`src/rtl/tile_scheduler.sv`:
```
// Walks an M x P result matrix in TILE_M x TILE_P tiles (raster order), issuing one
// multiply and one writeback per tile and reporting the tile geometry to both units.
module tile_scheduler #(
  parameter int TILE_M = 8,
  parameter int TILE_P = 16
) (
  input  logic        clk,
  input  logic        rst,
  input  logic        start,
  input  logic [15:0] M,
  input  logic [15:0] N,
  input  logic [15:0] P,
  output logic        busy,
  output logic        done,
  output logic        submulti_start,
  output logic [7:0]  sub_M,
  output logic [7:0]  sub_P,
  output logic [15:0] subFM_addr,
  output logic [15:0] subFM_incr,
  output logic [15:0] subWM_addr,
  output logic [15:0] subWM_incr,
  input  logic        submulti_finish,
  output logic        store_start,
  output logic [15:0] store_row_base,
  output logic [15:0] store_col_base,
  input  logic        store_done,
  output logic [15:0] tile_cnt
);

  typedef enum logic [2:0] {
    IDLE, LOAD, ISSUE, CWAIT, STORE, SWAIT, NEXT, DONE
  } state_t;

  localparam logic [15:0] TM16 = 16'(TILE_M);
  localparam logic [15:0] TP16 = 16'(TILE_P);
  localparam logic [7:0]  TM8  = 8'(TILE_M);
  localparam logic [7:0]  TP8  = 8'(TILE_P);

  state_t      state_reg, state_next;
  logic [15:0] m_reg, n_reg, p_reg;
  logic [15:0] row_base_reg, row_base_next;
  logic [15:0] col_base_reg, col_base_next;
  logic [15:0] fm_addr_reg, fm_addr_next;
  logic [15:0] wm_addr_reg, wm_addr_next;
  logic [7:0]  sub_m_reg, sub_m_next;
  logic [7:0]  sub_p_reg, sub_p_next;
  logic [15:0] tile_cnt_reg;
  logic [15:0] rem_m, rem_p;
  logic        last_col, last_row;

  // Tile position is tracked incrementally (bases step by tile size, addresses by N),
  // so no multipliers are needed; 17-bit compares avoid wrap near 2^16.
  always_comb begin
    state_next    = state_reg;
    row_base_next = row_base_reg;
    col_base_next = col_base_reg;
    fm_addr_next  = fm_addr_reg;
    wm_addr_next  = wm_addr_reg;
    last_col      = (17'(col_base_reg) + 17'(TILE_P)) >= 17'(p_reg);
    last_row      = (17'(row_base_reg) + 17'(TILE_M)) >= 17'(m_reg);

    case (state_reg)
      IDLE:  if (start) state_next = LOAD;
      LOAD:  state_next = (m_reg == '0 || n_reg == '0 || p_reg == '0) ? DONE : ISSUE;
      ISSUE: state_next = CWAIT;
      CWAIT: if (submulti_finish) state_next = STORE;
      STORE: state_next = SWAIT;
      SWAIT: if (store_done) state_next = NEXT;
      NEXT: begin
        if (last_col) begin
          col_base_next = '0;
          wm_addr_next  = '0;
          row_base_next = row_base_reg + TM16;
          fm_addr_next  = fm_addr_reg + n_reg;
          state_next    = last_row ? DONE : ISSUE;
        end else begin
          col_base_next = col_base_reg + TP16;
          wm_addr_next  = wm_addr_reg + n_reg;
          state_next    = ISSUE;
        end
      end
      DONE:    state_next = IDLE;
      default: state_next = IDLE;
    endcase

    rem_m      = m_reg - row_base_next;
    rem_p      = p_reg - col_base_next;
    sub_m_next = (rem_m > TM16) ? TM8 : rem_m[7:0];
    sub_p_next = (rem_p > TP16) ? TP8 : rem_p[7:0];
  end

  always_ff @(posedge clk) begin
    if (rst) begin
      state_reg    <= IDLE;
      m_reg        <= '0;
      n_reg        <= '0;
      p_reg        <= '0;
      row_base_reg <= '0;
      col_base_reg <= '0;
      fm_addr_reg  <= '0;
      wm_addr_reg  <= '0;
      sub_m_reg    <= '0;
      sub_p_reg    <= '0;
      tile_cnt_reg <= '0;
    end else begin
      state_reg <= state_next;
      if (state_reg == IDLE && start) begin
        m_reg        <= M;
        n_reg        <= N;
        p_reg        <= P;
        row_base_reg <= '0;
        col_base_reg <= '0;
        fm_addr_reg  <= '0;
        wm_addr_reg  <= '0;
        sub_m_reg    <= '0;
        sub_p_reg    <= '0;
        tile_cnt_reg <= '0;
      end
      // Tile registers only move on entry to ISSUE, so they hold steady until SWAIT ends.
      if (state_next == ISSUE) begin
        row_base_reg <= row_base_next;
        col_base_reg <= col_base_next;
        fm_addr_reg  <= fm_addr_next;
        wm_addr_reg  <= wm_addr_next;
        sub_m_reg    <= sub_m_next;
        sub_p_reg    <= sub_p_next;
      end
      if (state_reg == NEXT) tile_cnt_reg <= tile_cnt_reg + 16'd1;
    end
  end

  assign busy           = (state_reg != IDLE);
  assign done           = (state_reg == DONE);
  assign submulti_start = (state_reg == ISSUE);
  assign store_start    = (state_reg == STORE);
  assign sub_M          = sub_m_reg;
  assign sub_P          = sub_p_reg;
  assign subFM_addr     = fm_addr_reg;
  assign subWM_addr     = wm_addr_reg;
  assign subFM_incr     = busy ? 16'd1 : 16'd0;
  assign subWM_incr     = busy ? 16'd1 : 16'd0;
  assign store_row_base = row_base_reg;
  assign store_col_base = col_base_reg;
  assign tile_cnt       = tile_cnt_reg;

endmodule

```
`config.mk`:
```
export PLATFORM = sky130hd
export DESIGN_NAME = tile_scheduler
export DESIGN_NICKNAME = d
export VERILOG_FILES = /design/src/rtl/tile_scheduler.sv
export SDC_FILE = /design/constraint.sdc
export NUM_CORES = 1
export LEC_CHECK = 0
export CORE_UTILIZATION = 54
export CTS_CLUSTER_DIAMETER = 200
export DETAILED_ROUTE_END_ITERATION = 8
export PLACE_DENSITY = 0.94
export SLEW_MARGIN = 20
export SYNTH_ARGS = -nofsm -noshare
export SYNTH_HDL_FRONTEND = slang
export SYNTH_SLANG_ARGS = --single-unit
```
`constraint.sdc`:
```
create_clock -name clk -period 6.1 [get_ports clk]
set_clock_uncertainty 0.05 [all_clocks]
set_input_delay 0.915 -clock clk [delete_from_list [all_inputs] [get_ports clk]]
set_output_delay 0.915 -clock clk [all_outputs]
set_load 0.02 [all_outputs]
```
==> results.sh <==
export IMPL_antenna_found_initial=0
export IMPL_crit_start="store_col_base[5]"
export IMPL_chipHeight_um=138
export IMPL_clock_tree_buffer_depth=2
export IMPL_hp_class="reg2reg"
export IMPL_worst_slack_ps=329
export IMPL_drtPass1Iterations=9
export IMPL_period_share=0.946
export IMPL_num_fill_cells=1478
export IMPL_grt_pass1_vias=9511
export IMPL_start_util=0.555
export IMPL_dieWidth_um=138
export IMPL_post_route_min_period_ps=5770
export IMPL_final_core_util=0.671
export IMPL_track_usage=0.301
export IMPL_cap_violations=0
export IMPL_cp_start_kind="register"
export IMPL_io_pins=185
export IMPL_hpwlAfterDp_mm=21.1
export IMPL_drtIter0Drc=837
export IMPL_rows=49
export IMPL_reg2reg_to="sub_P[0]"
export IMPL_clkLatencyLatePin_ps=430
export IMPL_worst_r2r_cell_count=23
export IMPL_max_slew_margin=0.253
export IMPL_outcome="finished with violations"
export IMPL_cp_end_kind="register"
export IMPL_r2r_slack_ps=330
export IMPL_ys_ff_latch=144
export IMPL_path_max_fanout=11
export IMPL_ctsHoldBuffers=0
export IMPL_synthSimpleGateAreaFrac=0.244
export IMPL_synth_area_um2=10000
export IMPL_h_tree_depth=4
export IMPL_drc=27
export IMPL_final_setup_tns_ps=0
export IMPL_arrival_ps=6070
export IMPL_totalWireLength_mm=29.0
export IMPL_ys_types=71
export IMPL_nets=1578
export IMPL_async_reset_ff_frac=0
export IMPL_final_common_cell="nand2_1"
export IMPL_synthMuxAreaShare=0.00611
export IMPL_violations="design-rule violations"
export IMPL_grt_pass1_wl_mm=47.2
export IMPL_tightest_slew_ps=1120
export IMPL_ys_warn_count=0
export IMPL_rr_startpoint="store_col_base[5]"
export IMPL_cts_made_buffers=17
export IMPL_drive_gt1_frac=0.0519
export IMPL_critPathRequiredTime_ps=6400
export IMPL_dieArea_um2=19100
export IMPL_areaGrowthSynthToFinish_pct=20.9
export IMPL_seqCellArea_um2=2880
export IMPL_yosysSeqAreaShare=0.287
export IMPL_synth_compound_gate_area_share=0.214
export IMPL_power_w=0.00383
export IMPL_leakagePower_nw=4.77
export IMPL_vias_per_cell=6.05
export IMPL_synth_top_family_by_area="simple AND/OR/NAND/NOR gates"
export IMPL_cts_root_buffer="clkbuf_16"
export IMPL_synthFlopType="dfxtp_1"
export IMPL_port_buffers=151
export IMPL_avgSynthCellArea_um2=7.66
export IMPL_fmax_mhz=173
export IMPL_cp_endpoint="sub_P[0]"
export IMPL_grt_max_degree=100
export IMPL_critical_path_class="reg2reg"
export IMPL_ant_nets=0
export IMPL_p_per_area_nw_per_um2=315
export IMPL_clock_sinks=144
export IMPL_hold_viol=0
export IMPL_netlist_instances=1311
export IMPL_synth_edf_count=0
export IMPL_grt_overflow_total=0
export IMPL_synthXorXnorAreaFrac=0.0619
export IMPL_setup_viol=0
export IMPL_path_clk_slew_ps=60
export IMPL_multi_input_area_um2=6630
export IMPL_place_gp_congestion=1.01
export IMPL_synth_fa_ha_area_frac=0.119
export IMPL_ir_drop_uv=238
export IMPL_num_vias=10100
export IMPL_n_antenna_cell=0
export IMPL_final_max_slew_violation_count=0
export IMPL_core_area_um2=18100
export IMPL_wl_per_cell_um=17.3
export IMPL_cts_tree="yes"
export IMPL_mostFrequentLayoutCells="nand2_1 (184), a21oi_1 (153), clkdlybuf4s50_1 (150)"
export IMPL_post_place_ws_ps=452
-- cells by family after synthesis --
family                     after synthesis
buffers and inverters                  142
AOI/OAI and AO/OA                      345
DFF                                    144
and+or+nand+nor                        507
adders and majority gates               94
other                                    2
xor gates and xnor gates                71
muxes                                    6
-- cells in the mapped netlist (all sizes together), types with 7 or more instances --
| master | instances | share of area |
|---|---|---|
| or2 | 9 | 0.0056 |
| clkbuf | 54 | 0.020 |
| xor2 | 32 | 0.028 |
| o21a | 20 | 0.015 |
| a2bb2oi | 7 | 0.0061 |
| a31oi | 14 | 0.0087 |
| a21oi | 153 | 0.076 |
| a21o | 18 | 0.014 |
| nand3 | 71 | 0.035 |
| nor4 | 18 | 0.013 |
| a211oi | 15 | 0.012 |
| nand4 | 13 | 0.0081 |
| a2111oi | 7 | 0.0080 |
| inv | 46 | 0.017 |
| and3 | 15 | 0.0093 |
| nor3 | 25 | 0.014 |
| nand2b | 17 | 0.011 |
| nor2 | 92 | 0.034 |
| nand2 | 185 | 0.069 |
| or3 | 7 | 0.0044 |
| xnor2 | 39 | 0.034 |
| o21ai | 52 | 0.026 |
| o211ai | 11 | 0.0082 |
| and2 | 14 | 0.0087 |
| dfxtp | 144 | 0.29 |
| nor2b | 15 | 0.0093 |
| ha | 91 | 0.11 |
| buf | 42 | 0.029 |
-- layer usage --
layer | track usage | routed length [um]
met5 | 0 | 0
met4 | 0.125 | 899
met2 | 0.516 | 13800
met1 | 0.366 | 11900
met3 | 0.0641 | 2390
-- worst min path at each step --
stage,startpoint,to,slack (ps),depth (start not counted)
after floorplan,m_reg[1],m_reg[1],400,2
after global placement,sub_P[7],sub_P[7],390,1
after detailed placement,sub_M[6],sub_M[6],390,1
after CTS,sub_P[3],sub_P[3],410,2
after global routing,sub_P[5],sub_P[5],430,1
final,sub_P[2],sub_P[2],400,2
-- layout make-up --
cell class / instances / area share
flip-flops and latches: 144 / 0.237
inverters: 46 / 0.0142
multi-input cells: 1058 / 0.546
well taps: 229 / 0.0236
repair buffers: 164 / 0.132
clock buffers: 20 / 0.0376
clock inverters: 12 / 0.00907
-- stage by stage --
stage | hold WS [ps] | cell area [um2] | instances
finish | 401 | 12100 | 1673
global route | 429 | 12100 | 1673
CTS | 407 | 12100 | 1671
detailed placement | 394 | 11600 | 1639
global placement | 391 | 11600 | 1639
floorplan | 399 | 10200 | 1344
-- critical path, stage by stage, from the launching register on --
cell and delay, ps:
dfxtp_1 420, ha_1 300, nand4_1 270, buf_4 230, xnor2_1 120, ha_1 300
nand2_1 70, nor2_1 240, a21oi_1 120, and2_1 220, a21oi_1 160, buf_4 240
nor2_1 60, ha_1 200, fa_1 410, nor2b_1 210, o31ai_1 160, and3_1 190
or4_1 410, nor4_2 350, o2111ai_1 220, a2111oi_4 360, nand4bb_2 210, o21ai_1 160
-- power breakdown --
part | internal [W] | switching [W] | leakage (nW) | total, W
clock | 0.000583 | 0.000424 | 0.257 | 0.00101
combinational | 0.000628 | 0.00105 | 3.35 | 0.00167
sequential | 0.00102 | 0.000125 | 1.17 | 0.00115
total | 0.00223 | 0.00160 | 4.77 | 0.00383
-- what timing repair did --
| item | in CTS | in global routing |
|---|---|---|
| resized for setup | 0 | 1 |
| endpoints found under the hold margin | 0 | 0 |
| endpoints found under the setup margin | 0 | 5 |
| setup buffers | 0 | 2 |
No activity file was read; power rests on OpenSTA's default activity.
